[config.mk]
export PLATFORM = sky130hd
export DESIGN_NAME = bcd_counter_n
export DESIGN_NICKNAME = d
export VERILOG_FILES = /design/src/rtl/bcd_counter_n_pkg.sv /design/src/rtl/bcd_counter_n_bcd_digit.sv /design/src/rtl/bcd_counter_n.sv
export SDC_FILE = /design/constraint.sdc
export NUM_CORES = 1
export LEC_CHECK = 0
export ABC_AREA = 0
export BUFFER_PORTS_ARGS = -buffer_cell sky130_fd_sc_hd__buf_2
export CAP_MARGIN = 25
export CORE_ASPECT_RATIO = 0.7
export CORE_UTILIZATION = 30
export CTS_CLUSTER_SIZE = 14
export DETAILED_ROUTE_END_ITERATION = 10
export PLACE_DENSITY_LB_ADDON = 0.15
export SETUP_SLACK_MARGIN = 0.2
export SYNTH_ARGS = -nofsm -noshare
export SYNTH_HDL_FRONTEND = slang
export SYNTH_SLANG_ARGS = --single-unit
[constraint.sdc]
create_clock -name reloj -period 2.62 [get_ports reloj]
set_clock_uncertainty 0.15 [all_clocks]
set_input_delay 0.524 -clock reloj [delete_from_list [all_inputs] [get_ports reloj]]
set_output_delay 0.524 -clock reloj [all_outputs]
set_load 0.02 [all_outputs]
[src/rtl/bcd_counter_n_pkg.sv]
// bcd_counter_n_pkg: shared BCD constants and bound-mode encoding for the N-digit BCD counter
package bcd_counter_n_pkg;
    localparam logic [3:0] BCD_MAX  = 4'd9;
    localparam logic [3:0] BCD_ZERO = 4'd0;
    typedef enum logic {
        MODE_WRAP = 1'b0,
        MODE_SAT  = 1'b1
    } mode_e;
endpackage

[src/rtl/bcd_counter_n_bcd_digit.sv]
// bcd_digit: one BCD digit slice of the ripple increment/decrement chain
//   cin_i   in  1  step request from the lower digit (1 into digit 0)
//   up_i    in  1  1: increment, 0: decrement
//   value_i in  4  current digit value (valid BCD)
//   next_o  out 4  stepped digit value
//   cout_o  out 1  carry (up) or borrow (down) into the next digit
module bcd_digit
    import bcd_counter_n_pkg::*;
(
    input  logic       cin_i,
    input  logic       up_i,
    input  logic [3:0] value_i,
    output logic [3:0] next_o,
    output logic       cout_o
);
    logic at_edge;
    assign at_edge = up_i ? (value_i == BCD_MAX) : (value_i == BCD_ZERO);
    assign cout_o  = cin_i & at_edge;
    assign next_o  = !cin_i ? value_i :
                     at_edge ? (up_i ? BCD_ZERO : BCD_MAX) :
                     up_i ? value_i + 4'd1 : value_i - 4'd1;
endmodule

[src/rtl/bcd_counter_n.sv]
// bcd_counter_n: N-digit up/down BCD counter with load, run-time upper limit and wrap/saturate
//   reloj      in  1          count clock, rising edge
//   reseteador in  1          asynchronous active-high reset
//   en         in  1          count enable
//   up         in  1          1: increment, 0: decrement
//   load       in  1          synchronous load of load_val (beats en)
//   load_val   in  4*DIGITS   packed BCD load value
//   limite     in  4*DIGITS   packed BCD inclusive upper bound
//   cuenta     out 4*DIGITS   registered count
//   carry      out 1          one-cycle bound event
//   err        out 1          one-cycle rejected-load pulse
module bcd_counter_n
    import bcd_counter_n_pkg::*;
#(
    parameter int DIGITS   = 4,
    parameter bit SATURATE = 1'b0
) (
    input  logic                  reloj,
    input  logic                  reseteador,
    input  logic                  en,
    input  logic                  up,
    input  logic                  load,
    input  logic [4*DIGITS-1:0]   load_val,
    input  logic [4*DIGITS-1:0]   limite,
    output logic [4*DIGITS-1:0]   cuenta,
    output logic                  carry,
    output logic                  err
);
    localparam int    W    = 4*DIGITS;
    localparam mode_e MODE = SATURATE ? MODE_SAT : MODE_WRAP;

    logic [W-1:0]   cuenta_q, cuenta_d, lim, stepped;
    logic           carry_q, carry_d, err_q, err_d, lim_ok, lv_ok;
    logic [DIGITS:0] c;

    always_comb begin
        lim_ok = 1'b1;
        lv_ok  = 1'b1;
        for (int k = 0; k < DIGITS; k++) begin
            lim_ok = lim_ok & (limite[4*k +: 4] <= BCD_MAX);
            lv_ok  = lv_ok & (load_val[4*k +: 4] <= BCD_MAX);
        end
    end

    // A malformed limit falls back to the full range rather than a garbage bound.
    assign lim  = lim_ok ? limite : {DIGITS{BCD_MAX}};
    assign c[0] = 1'b1;

    for (genvar g = 0; g < DIGITS; g++) begin : g_dig
        bcd_digit u_dig (
            .cin_i   (c[g]),
            .up_i    (up),
            .value_i (cuenta_q[4*g +: 4]),
            .next_o  (stepped[4*g +: 4]),
            .cout_o  (c[g+1])
        );
    end

    // In down mode the borrow leaves the top digit only when every digit is zero,
    // so c[DIGITS] doubles as the zero detect.
    always_comb begin
        cuenta_d = cuenta_q;
        carry_d  = 1'b0;
        err_d    = 1'b0;
        if (load) begin
            err_d    = !lv_ok;
            cuenta_d = !lv_ok ? cuenta_q : (load_val > lim) ? lim : load_val;
        end else if (en && up) begin
            carry_d  = cuenta_q >= lim;
            cuenta_d = !carry_d ? stepped : (MODE == MODE_SAT) ? cuenta_q : '0;
        end else if (en) begin
            carry_d  = c[DIGITS];
            cuenta_d = carry_d ? ((MODE == MODE_SAT) ? cuenta_q : lim) :
                       (cuenta_q > lim) ? lim : stepped;
        end
    end

    always_ff @(posedge reloj or posedge reseteador) begin
        if (reseteador) begin
            cuenta_q <= '0;
            carry_q  <= 1'b0;
            err_q    <= 1'b0;
        end else begin
            cuenta_q <= cuenta_d;
            carry_q  <= carry_d;
            err_q    <= err_d;
        end
    end

    assign cuenta = cuenta_q;
    assign carry  = carry_q;
    assign err    = err_q;
endmodule

# Word-level counts from Yosys, hierarchy flattened
# Cells that the tools add are included.
[totals]
input_bits = 37
register_bits = 18
[op_classes]
magnitude_cmp = 11
n_mux = 29
add_sub_neg = 8
bitwise = 9
n_reduce_logical = 8
eq_ne = 5
[op_table]
columns = ["op", "n"]
rows = [
  ["two-way mux 16 bit", 9],
  ["two-way mux 4 bit", 12],
  ["greater-than comparator 16 bit", 2],
  ["less-or-equal comparator 4 bit, second input constant", 8],
  ["adder 4 x 1 -> 4 bit, second input constant", 4],
  ["equality test 4 bit, second input constant", 4],
  [">= comparator 16 bit", 1],
  ["logical NOT 4 bit", 4],
  ["subtractor 4 x 1 -> 4 bit, second input constant", 4],
  ["bitwise AND 1 bit", 9],
  ["two-way mux 1 bit", 8],
  ["nonzero test 3 bit", 1],
  ["!= test 2 x 1 -> 1 bit, second input constant", 1],
  ["AND reduction 2 bit", 1],
  ["logical AND 1 bit", 1],
  ["logical NOT 1 bit", 1],
]

# Depth between registers and ports, before layout
# Gate-level depths: netlist (run 1).
[logic_depth]
ltp_word = 11
ltp_mapped = 15
ltp_nobuf = 13

# Cells and area by module
# Synthesis (run 1) repeated with hierarchy kept, for this count alone.
[hier_totals]
hier_cells = 346
hier_area_um2 = 2997.9
[modules_own_cells]
columns = ["mod", "seq_area_each_um2", "cells_per_inst", "area_each_um2", "instances"]
rows = [
  ["bcd_counter_n", 450.4, 234, 2102.0, 1],
  ["bcd_digit", 0.0, 28, 224.0, 4],
]

# Least setup slack after synthesis (run 1)
# Ideal clock, no wire load.
[synth_timing]
path_kind = "input -> register"
from = "input limite[9]"
to = "register cuenta_q[13] (netlist: cuenta[13])"
arrival_ns = 3.753
stages = 14
setup_slack_ns = -1.377
required_ns = 2.376
setup_ns = 0.094
cell_sequence = "o21ai_0 > and4_1 > clkbuf_1 > clkbuf_1 > nand2_1 > ha_1 > nand4_1 > nor4_1 > a21bo_2 > a31oi_2 > o21a_1 > buf_2 > a32oi_1 > a211oi_1"
[synth_between]
elab_chain_cells = 10
elab_cells_between_ends = 15
[synth_lines]
columns = ["element", "line_no", "text"]
rows = [
  ["start: declaration", "bcd_counter_n.sv:24", "input logic [4*DIGITS-1:0] limite,"],
  ["less-or-equal comparator 4 bit", "bcd_counter_n.sv:40", "lim_ok = lim_ok & (limite[4*k +: 4] <= BCD_MAX);"],
  ["bitwise AND 1 bit (2 in series)", "bcd_counter_n.sv:40", ""],
  ["two-way mux 16 bit (*)", "bcd_counter_n.sv:46", "assign lim = lim_ok ? limite : {DIGITS{BCD_MAX}};"],
  ["greater-than comparator 16 bit", "bcd_counter_n.sv:74", "(cuenta_q > lim) ? lim : stepped;"],
  ["two-way mux 16 bit", "bcd_counter_n.sv:74", ""],
  ["two-way mux 16 bit", "bcd_counter_n.sv:73", "cuenta_d = carry_d ? ((MODE == MODE_SAT) ? cuenta_q : lim) :"],
  ["two-way mux 16 bit", "bcd_counter_n.sv:71", "end else if (en) begin"],
  ["two-way mux 16 bit", "bcd_counter_n.sv:68", "end else if (en && up) begin"],
  ["two-way mux 16 bit (*)", "bcd_counter_n.sv:65", "if (load) begin"],
  ["end signal: assignment", "bcd_counter_n.sv:84", "cuenta_q <= cuenta_d;"],
  ["end: declaration", "bcd_counter_n.sv:32", "logic [W-1:0] cuenta_q, cuenta_d, lim, stepped;"],
]
# Every way passes the cells marked *; elsewhere a longest branch is shown, timed or not. The select of a mux whose other input is x is not followed.
# A chain may end at the register's enable or synchronous reset.

# Worst setup path after layout (run 1)
[layout_timing]
from = "input limite[9]"
to = "register cuenta_q[2] (netlist: cuenta[2])"
# The elaborated chain is that of the path after synthesis.

==> results.sh, run 1 <==
export IMPL_status="complete, but fails checks"
export IMPL_violations="design-rule violations, negative setup slack"
export IMPL_yosysWarnings=0
export IMPL_nets=621
export IMPL_clkSlewWorstSetupHoldPaths_ns=0.06
export IMPL_num_rows=29
export IMPL_grt_start_max_net_pins=19
export IMPL_syn_area_mm2=0.00282
export IMPL_report_final_slew_viol_count=0
export IMPL_antenna_found_initial=0
export IMPL_drtIter0Drc=356
export IMPL_die_area_mm2=0.00978
export IMPL_overflow=0
export IMPL_multi_input_area_mm2=0.00275
export IMPL_endpoint_kind="flop"
export IMPL_slowest_delay_ns=0.35
export IMPL_finalCritPeriodShare=1.30
export IMPL_syn_area_per_cell_um2=8.00
export IMPL_numCtsBuffers=3
export IMPL_ys_seq_area_frac=0.160
export IMPL_cts_path_max_buffers=2
export IMPL_design_area_mm2=0.00493
export IMPL_ios=55
export IMPL_clock_latency_ns=0.26
export IMPL_grt_setup_unrepaired="yes"
export IMPL_critPathLaunchType="input port"
export IMPL_cap_viol_max_count=0
export IMPL_cts_max_level=1
export IMPL_ff2ff_path_depth=11
export IMPL_gr_usage_all_layers=0.251
export IMPL_timing_fmax_mhz=294
export IMPL_grt_pass1_wl_um=19200
export IMPL_synth_nets=433
export IMPL_dieWidth_um=118
export IMPL_regArea_um2=450
export IMPL_ant_nets=0
export IMPL_leakage_nw=2.28
export IMPL_drcViolationCount=2
export IMPL_vias=3608
export IMPL_routabilityCongestion=0.923
export IMPL_fin_total_pwr_mw=3.82
export IMPL_timing_final_ws_setup_ns=-0.780
export IMPL_cp_max_fo=6
export IMPL_wl_per_cell_um=17.8
export IMPL_setup_violations=17
export IMPL_synth_cells=352
export IMPL_crit_buf_inv=4
export IMPL_grt_pass1_vias=3596
export IMPL_cts_tree="yes"
export IMPL_yosys_area_top_type="ha_1"
export IMPL_yosysTopAreaCellShare=0.178
export IMPL_critical_path_cell_chain="buf_8 > o21ai_4 > and4_4 > nand2_2 > ha_4 > nand4_1 > nor4_4 > buf_4 > and4_4 > a31oi_4 > buf_6 > nor3_4 > buf_4 > a31oi_4 > a211oi_2"
export IMPL_start_util=0.310
export IMPL_crit_cells=15
export IMPL_hold_class="input port to async pin"
export IMPL_max_slew_margin=0.451
export IMPL_dr_pass1_iters=8
export IMPL_synth_flop_cell="dfrtp_1"
export IMPL_root_buffer="clkbuf_16"
export IMPL_async_flop_share=1.00
export IMPL_dp_hpwl_um=9390
export IMPL_arrival_ns=3.42
export IMPL_post_route_min_period_ns=3.40
export IMPL_antenna_cells=0
export IMPL_pre_cts_slack_ns=-1.34
export IMPL_fillCellCount=811
export IMPL_required_ns=2.64
export IMPL_critPathTopFamily="simple AND/OR/NAND/NOR gates"
export IMPL_worst_pin_slew_ns=0.823
export IMPL_clock_sinks=18
export IMPL_finalWirelength_um=11800
export IMPL_synth_seq_cells=18
export IMPL_port_buffers=54
export IMPL_critPathSlowestCell="nor4_4"
export IMPL_die_h_um=83.1
export IMPL_finalHoldViolations=0
export IMPL_layout_drive_gt1_share=0.525
export IMPL_p_per_area_mw_per_mm2=775
export IMPL_core_area_mm2=0.00907
export IMPL_synth_edff_count=0
export IMPL_place_area_mm2=0.00418
export IMPL_via_per_inst=5.44
export IMPL_ir_drop_mv=0.364
export IMPL_synth_area_leaders="ha_1 (18%), dfrtp_1 (16%), a21oi_1 (4.4%), nand2_1 (4.1%), nor2_1 (3.3%)"
export IMPL_path_class="input port to flop"
export IMPL_syn2layout_area_growth_pct=75.2
export IMPL_synth_cell_types=57
## worst register-to-register path, cell delays in order (launching register included)
cell,delay [ns]
dfrtp_1,0.44
ha_4,0.31
nand4_1,0.18
nor4_4,0.35
buf_4,0.16
and4_4,0.22
a31oi_4,0.05
buf_6,0.14
nor3_4,0.29
buf_4,0.19
a31oi_4,0.09
a211oi_2,0.20
## cell usage in the layout, fill, tap and decap left out, types with 5 or more instances in the layout
master and n:
buf_4 126, buf_2 51, ha_1 29, a21oi_1 24, nand2_1 22, nor2_1 21, dfrtp_1 18, nand3_1 15
nor3_1 15, o21ai_0 13, buf_6 13, inv_1 11, ha_4 11, nand4_1 10, a211oi_2 10, o21ai_1 7
mux2i_1 7, nand2_2 6, a221oi_2 5, xor2_1 5
## state kept, by name, summed over array words and instances, names as in the netlist
signal	cells
carry	1
cuenta	16
err	1
## final timing paths
check                                        from               endpoint  slack (ns)
setup / recovery                        limite[9]  cuenta[2]$_DFFE_PP0P_       -0.78
hold / removal                         reseteador        carry$_DFF_PP0_        0.27
setup reg to reg           cuenta[14]$_DFFE_PP0P_  cuenta[2]$_DFFE_PP0P_       -0.25
hold reg to reg             cuenta[2]$_DFFE_PP0P_  cuenta[2]$_DFFE_PP0P_        0.61
max in group asynchronous              reseteador  cuenta[2]$_DFFE_PP0P_        1.53
min in group reloj                           load          err$_DFF_PP0_        0.44
## synthesized netlist by cell type, types with 5 or more instances
cell type	number
ha_1	40
o21ai_0	18
nor3_1	16
o21a_1	5
dfrtp_1	18
nand4_1	10
a21oi_1	25
nand2_1	31
a211oi_1	12
clkbuf_1	7
nor2_1	25
inv_1	15
a221oi_1	7
xor2_1	5
o21ai_1	6
mux2i_1	9
nand2b_1	8
nand3_1	16
## power by group
group | internal [mW] | total, mW | switching, mW
clock | 0.233 | 0.361 | 0.128
combinational | 1.41 | 2.94 | 1.54
sequential | 0.388 | 0.519 | 0.131
## timing repair
action	4_1_cts	5_1_grt
pin swaps	39	20
hold buffers	0	0
cloned	1	0
setup buffers	26	4
endpoints found under the setup margin	17	17
resized for setup	64	21
## layout make-up
type / count / area share
multi-input cells: 307 / 0.557
clock buffers: 4 / 0.0180
inverters: 15 / 0.0124
flip-flops and latches: 18 / 0.0913
well taps: 124 / 0.0314
repair buffers: 195 / 0.289
## per-layer routing
layer	track usage	wire length [µm]	vias up
met4	0.0431	114	0
met3	0.0302	730	8
met1	0.387	6040	1739
met5	0	0	-
met2	0.370	4890	130
li1	-	-	1731
## kinds of logic after synthesis
logic type,count (synthesis),synth area share
buf+inv,28,0.0462
xor+xnor,9,0.0280
compound gates,110,0.275
mux,13,0.0480
simple gates,130,0.236
flops,18,0.160
fa+ha+maj,44,0.206
## metrics by stage
step,cells,setup TNS [ns],hold slack [ns],utilization
2_1_floorplan,352,-10.83,0.313,-
3_3_place_gp,628,-18.53,0.570,0.461
3_5_place_dp,628,-20.52,0.574,0.461
4_1_cts,659,-10.42,0.306,0.529
5_1_grt,663,-12.96,0.328,0.544
6_report,663,-11.43,0.271,0.544
(Power assumes the default switching activity.)
==> run 2: changes to the inputs <==
--- a/config.mk
+++ b/config.mk
@@ -9,6 +9,7 @@
 export BUFFER_PORTS_ARGS = -buffer_cell sky130_fd_sc_hd__buf_2
 export CAP_MARGIN = 25
 export CORE_ASPECT_RATIO = 0.7
+export CORE_MARGIN = 2
 export CORE_UTILIZATION = 30
 export CTS_CLUSTER_SIZE = 14
 export DETAILED_ROUTE_END_ITERATION = 10
==> constraint.sdc (replaced) <==
create_clock -name reloj -period 2.75 [get_ports reloj]
set_clock_uncertainty 0.15 [all_clocks]
set_input_delay 0.55 -clock reloj [delete_from_list [all_inputs] [get_ports reloj]]
set_output_delay 0.55 -clock reloj [all_outputs]
set_load 0.02 [all_outputs]
==> results.sh, run 2 (synthesis gave the netlist of run 1 again) <==
export IMPL_pwr_share_clk=0.089
export IMPL_ir_drop_mv=0.243
export IMPL_r2r_start="cuenta[15]$_DFFE_PP0P_"
export IMPL_ant_nets=0
export IMPL_hold_class="input port to async pin"
export IMPL_critPathLaunchType="input port"
export IMPL_status="complete, but fails checks"
export IMPL_grt_most_used_layer="met1"
export IMPL_antenna_cells=0
export IMPL_final_cells=634
export IMPL_dr_pass1_iters=4
export IMPL_worst_pin_slew_ns=0.843
export IMPL_grt_start_max_net_pins=21
export IMPL_critical_path_cell_chain="buf_8 > o21ai_4 > and4_4 > nand2_4 > ha_4 > nand4_1 > nor4_4 > and4_4 > a31oi_4 > nor3_4 > nand3_1 > a311oi_1"
export IMPL_dp_cells=614
export IMPL_layout_common_cells="buf_4 (98), buf_2 (49), nor2_1 (24), ha_1 (24), nand2_1 (23)"
export IMPL_core_area_mm2=0.00911
export IMPL_grt_setup_unrepaired="yes"
export IMPL_endpoint_kind="flop"
export IMPL_finalCritPeriodShare=1.22
export IMPL_cts_tree="yes"
export IMPL_power_frac_comb=0.759
export IMPL_start_util=0.309
export IMPL_cts_path_max_buffers=2
export IMPL_wl_per_cell_um=18.5
export IMPL_slowest_delay_ns=0.46
export IMPL_place_area_mm2=0.00409
export IMPL_ios=55
export IMPL_required_ns=2.76
export IMPL_cts_hold_buf=0
export IMPL_overflow=0
export IMPL_critPathSlowestCell="nor3_4"
export IMPL_p_switching_mw=1.62
export IMPL_ff2ff_path_depth=8
export IMPL_fin_total_pwr_mw=3.35
export IMPL_grt_pass1_vias=3255
export IMPL_grt_pass1_wl_um=18100
export IMPL_via_per_inst=5.44
export IMPL_grt_use_met1=0.375
export IMPL_finalWirelength_um=11700
export IMPL_cap_viol_max_count=0
export IMPL_nets=593
export IMPL_dieWidth_um=120
export IMPL_vias=3451
export IMPL_root_buffer="clkbuf_16"
export IMPL_cts_max_level=1
export IMPL_violations="negative setup slack"
export IMPL_path_class="input port to flop"
export IMPL_power_frac_seq=0.152
export IMPL_p_per_area_mw_per_mm2=704
export IMPL_syn2layout_area_growth_pct=69.1
export IMPL_use_met3=0.0316
export IMPL_timing_fmax_mhz=298
export IMPL_layout_drive_gt1_share=0.484
export IMPL_gr_usage_all_layers=0.229
export IMPL_dp_hpwl_um=9200
export IMPL_max_slew_margin=0.438
export IMPL_p_sw_frac=0.485
export IMPL_numCtsBuffers=3
export IMPL_largest_reg_flops=16
export IMPL_cp_max_fo=7
export IMPL_port_buffers=54
export IMPL_die_area_mm2=0.0102
export IMPL_post_route_min_period_ns=3.36
export IMPL_cp_common_cell="and4_4"
export IMPL_intPower_mw=1.73
export IMPL_clkSlewWorstSetupHoldPaths_ns=0.05
export IMPL_layout_commonest_cell="buf_4"
export IMPL_clock_sinks=18
export IMPL_grt_use_met2=0.316
export IMPL_holdWs_ns=0.315
export IMPL_routabilityCongestion=0.891
export IMPL_startpoint="limite[9]"
export IMPL_design_area_mm2=0.00476
export IMPL_fin_tns_setup_ns=-8.67
export IMPL_clock_latency_ns=0.25
export IMPL_finalHoldViolations=0
export IMPL_arrival_ns=3.36
export IMPL_drcViolationCount=0
export IMPL_pre_cts_slack_ns=-1.11
export IMPL_report_final_slew_viol_count=0
export IMPL_num_rows=29
export IMPL_leakage_nw=2.15
export IMPL_antenna_found_initial=0
export IMPL_die_h_um=85.1
export IMPL_final_core_util=0.523
export IMPL_timing_final_ws_setup_ns=-0.606
export IMPL_drtIter0Drc=408
export IMPL_setup_violations=17
## run 2: repair_timing
| action | 4_1_cts | 5_1_grt |
|---|---|---|
| pin swaps | 20 | 27 |
| gates cloned | 3 | 0 |
| buffers inserted | 6 | 8 |
| setup endpoints to repair | 17 | 17 |
| hold endpoints to repair | 0 | 0 |
| resized for setup | 33 | 45 |
## run 2: routing by layer
layer,vias up,part of all wire
li1,1677,-
met3,5,0.071
met2,134,0.40
met4,0,0.0053
met5,-,0
met1,1635,0.52
## run 2: worst paths after layout
kind / slack (ns) / to
worst max-delay path: -0.61 / cuenta[15]$_DFFE_PP0P_
worst min-delay path: 0.31 / cuenta[9]$_DFFE_PP0P_
worst max register to register: -0.05 / cuenta[15]$_DFFE_PP0P_
min in group reloj: 0.45 / err$_DFF_PP0_
worst min register to register: 0.62 / cuenta[0]$_DFFE_PP0P_
max in group asynchronous: 1.62 / err$_DFF_PP0_
## run 2: layout make-up
class,instances,area [µm²]
timing repair buffer,166,1250
fill,859,4350
tap,124,155
inverter,15,61.3
sequential,18,450
multi-input combinational,308,2770
clock buffer,3,75.1
## run 2: worst max-delay path, delay by kind of cell
kind	cells	cell delay, ns
compound gates	3	0.56
fa+ha+maj	1	0.26
buf+inv	1	0.10
simple gates	7	1.88
## run 2: power groups by stage
stage / sequential [mW] / clock, mW / combinational, mW
finish: 0.509 / 0.299 / 2.54
floorplan: 0.688 / 0 / 1.16
global placement: 0.498 / 0 / 2.17
detailed placement: 0.498 / 0 / 2.21
global route: 0.520 / 0.319 / 2.76
CTS: 0.495 / 0.304 / 2.36
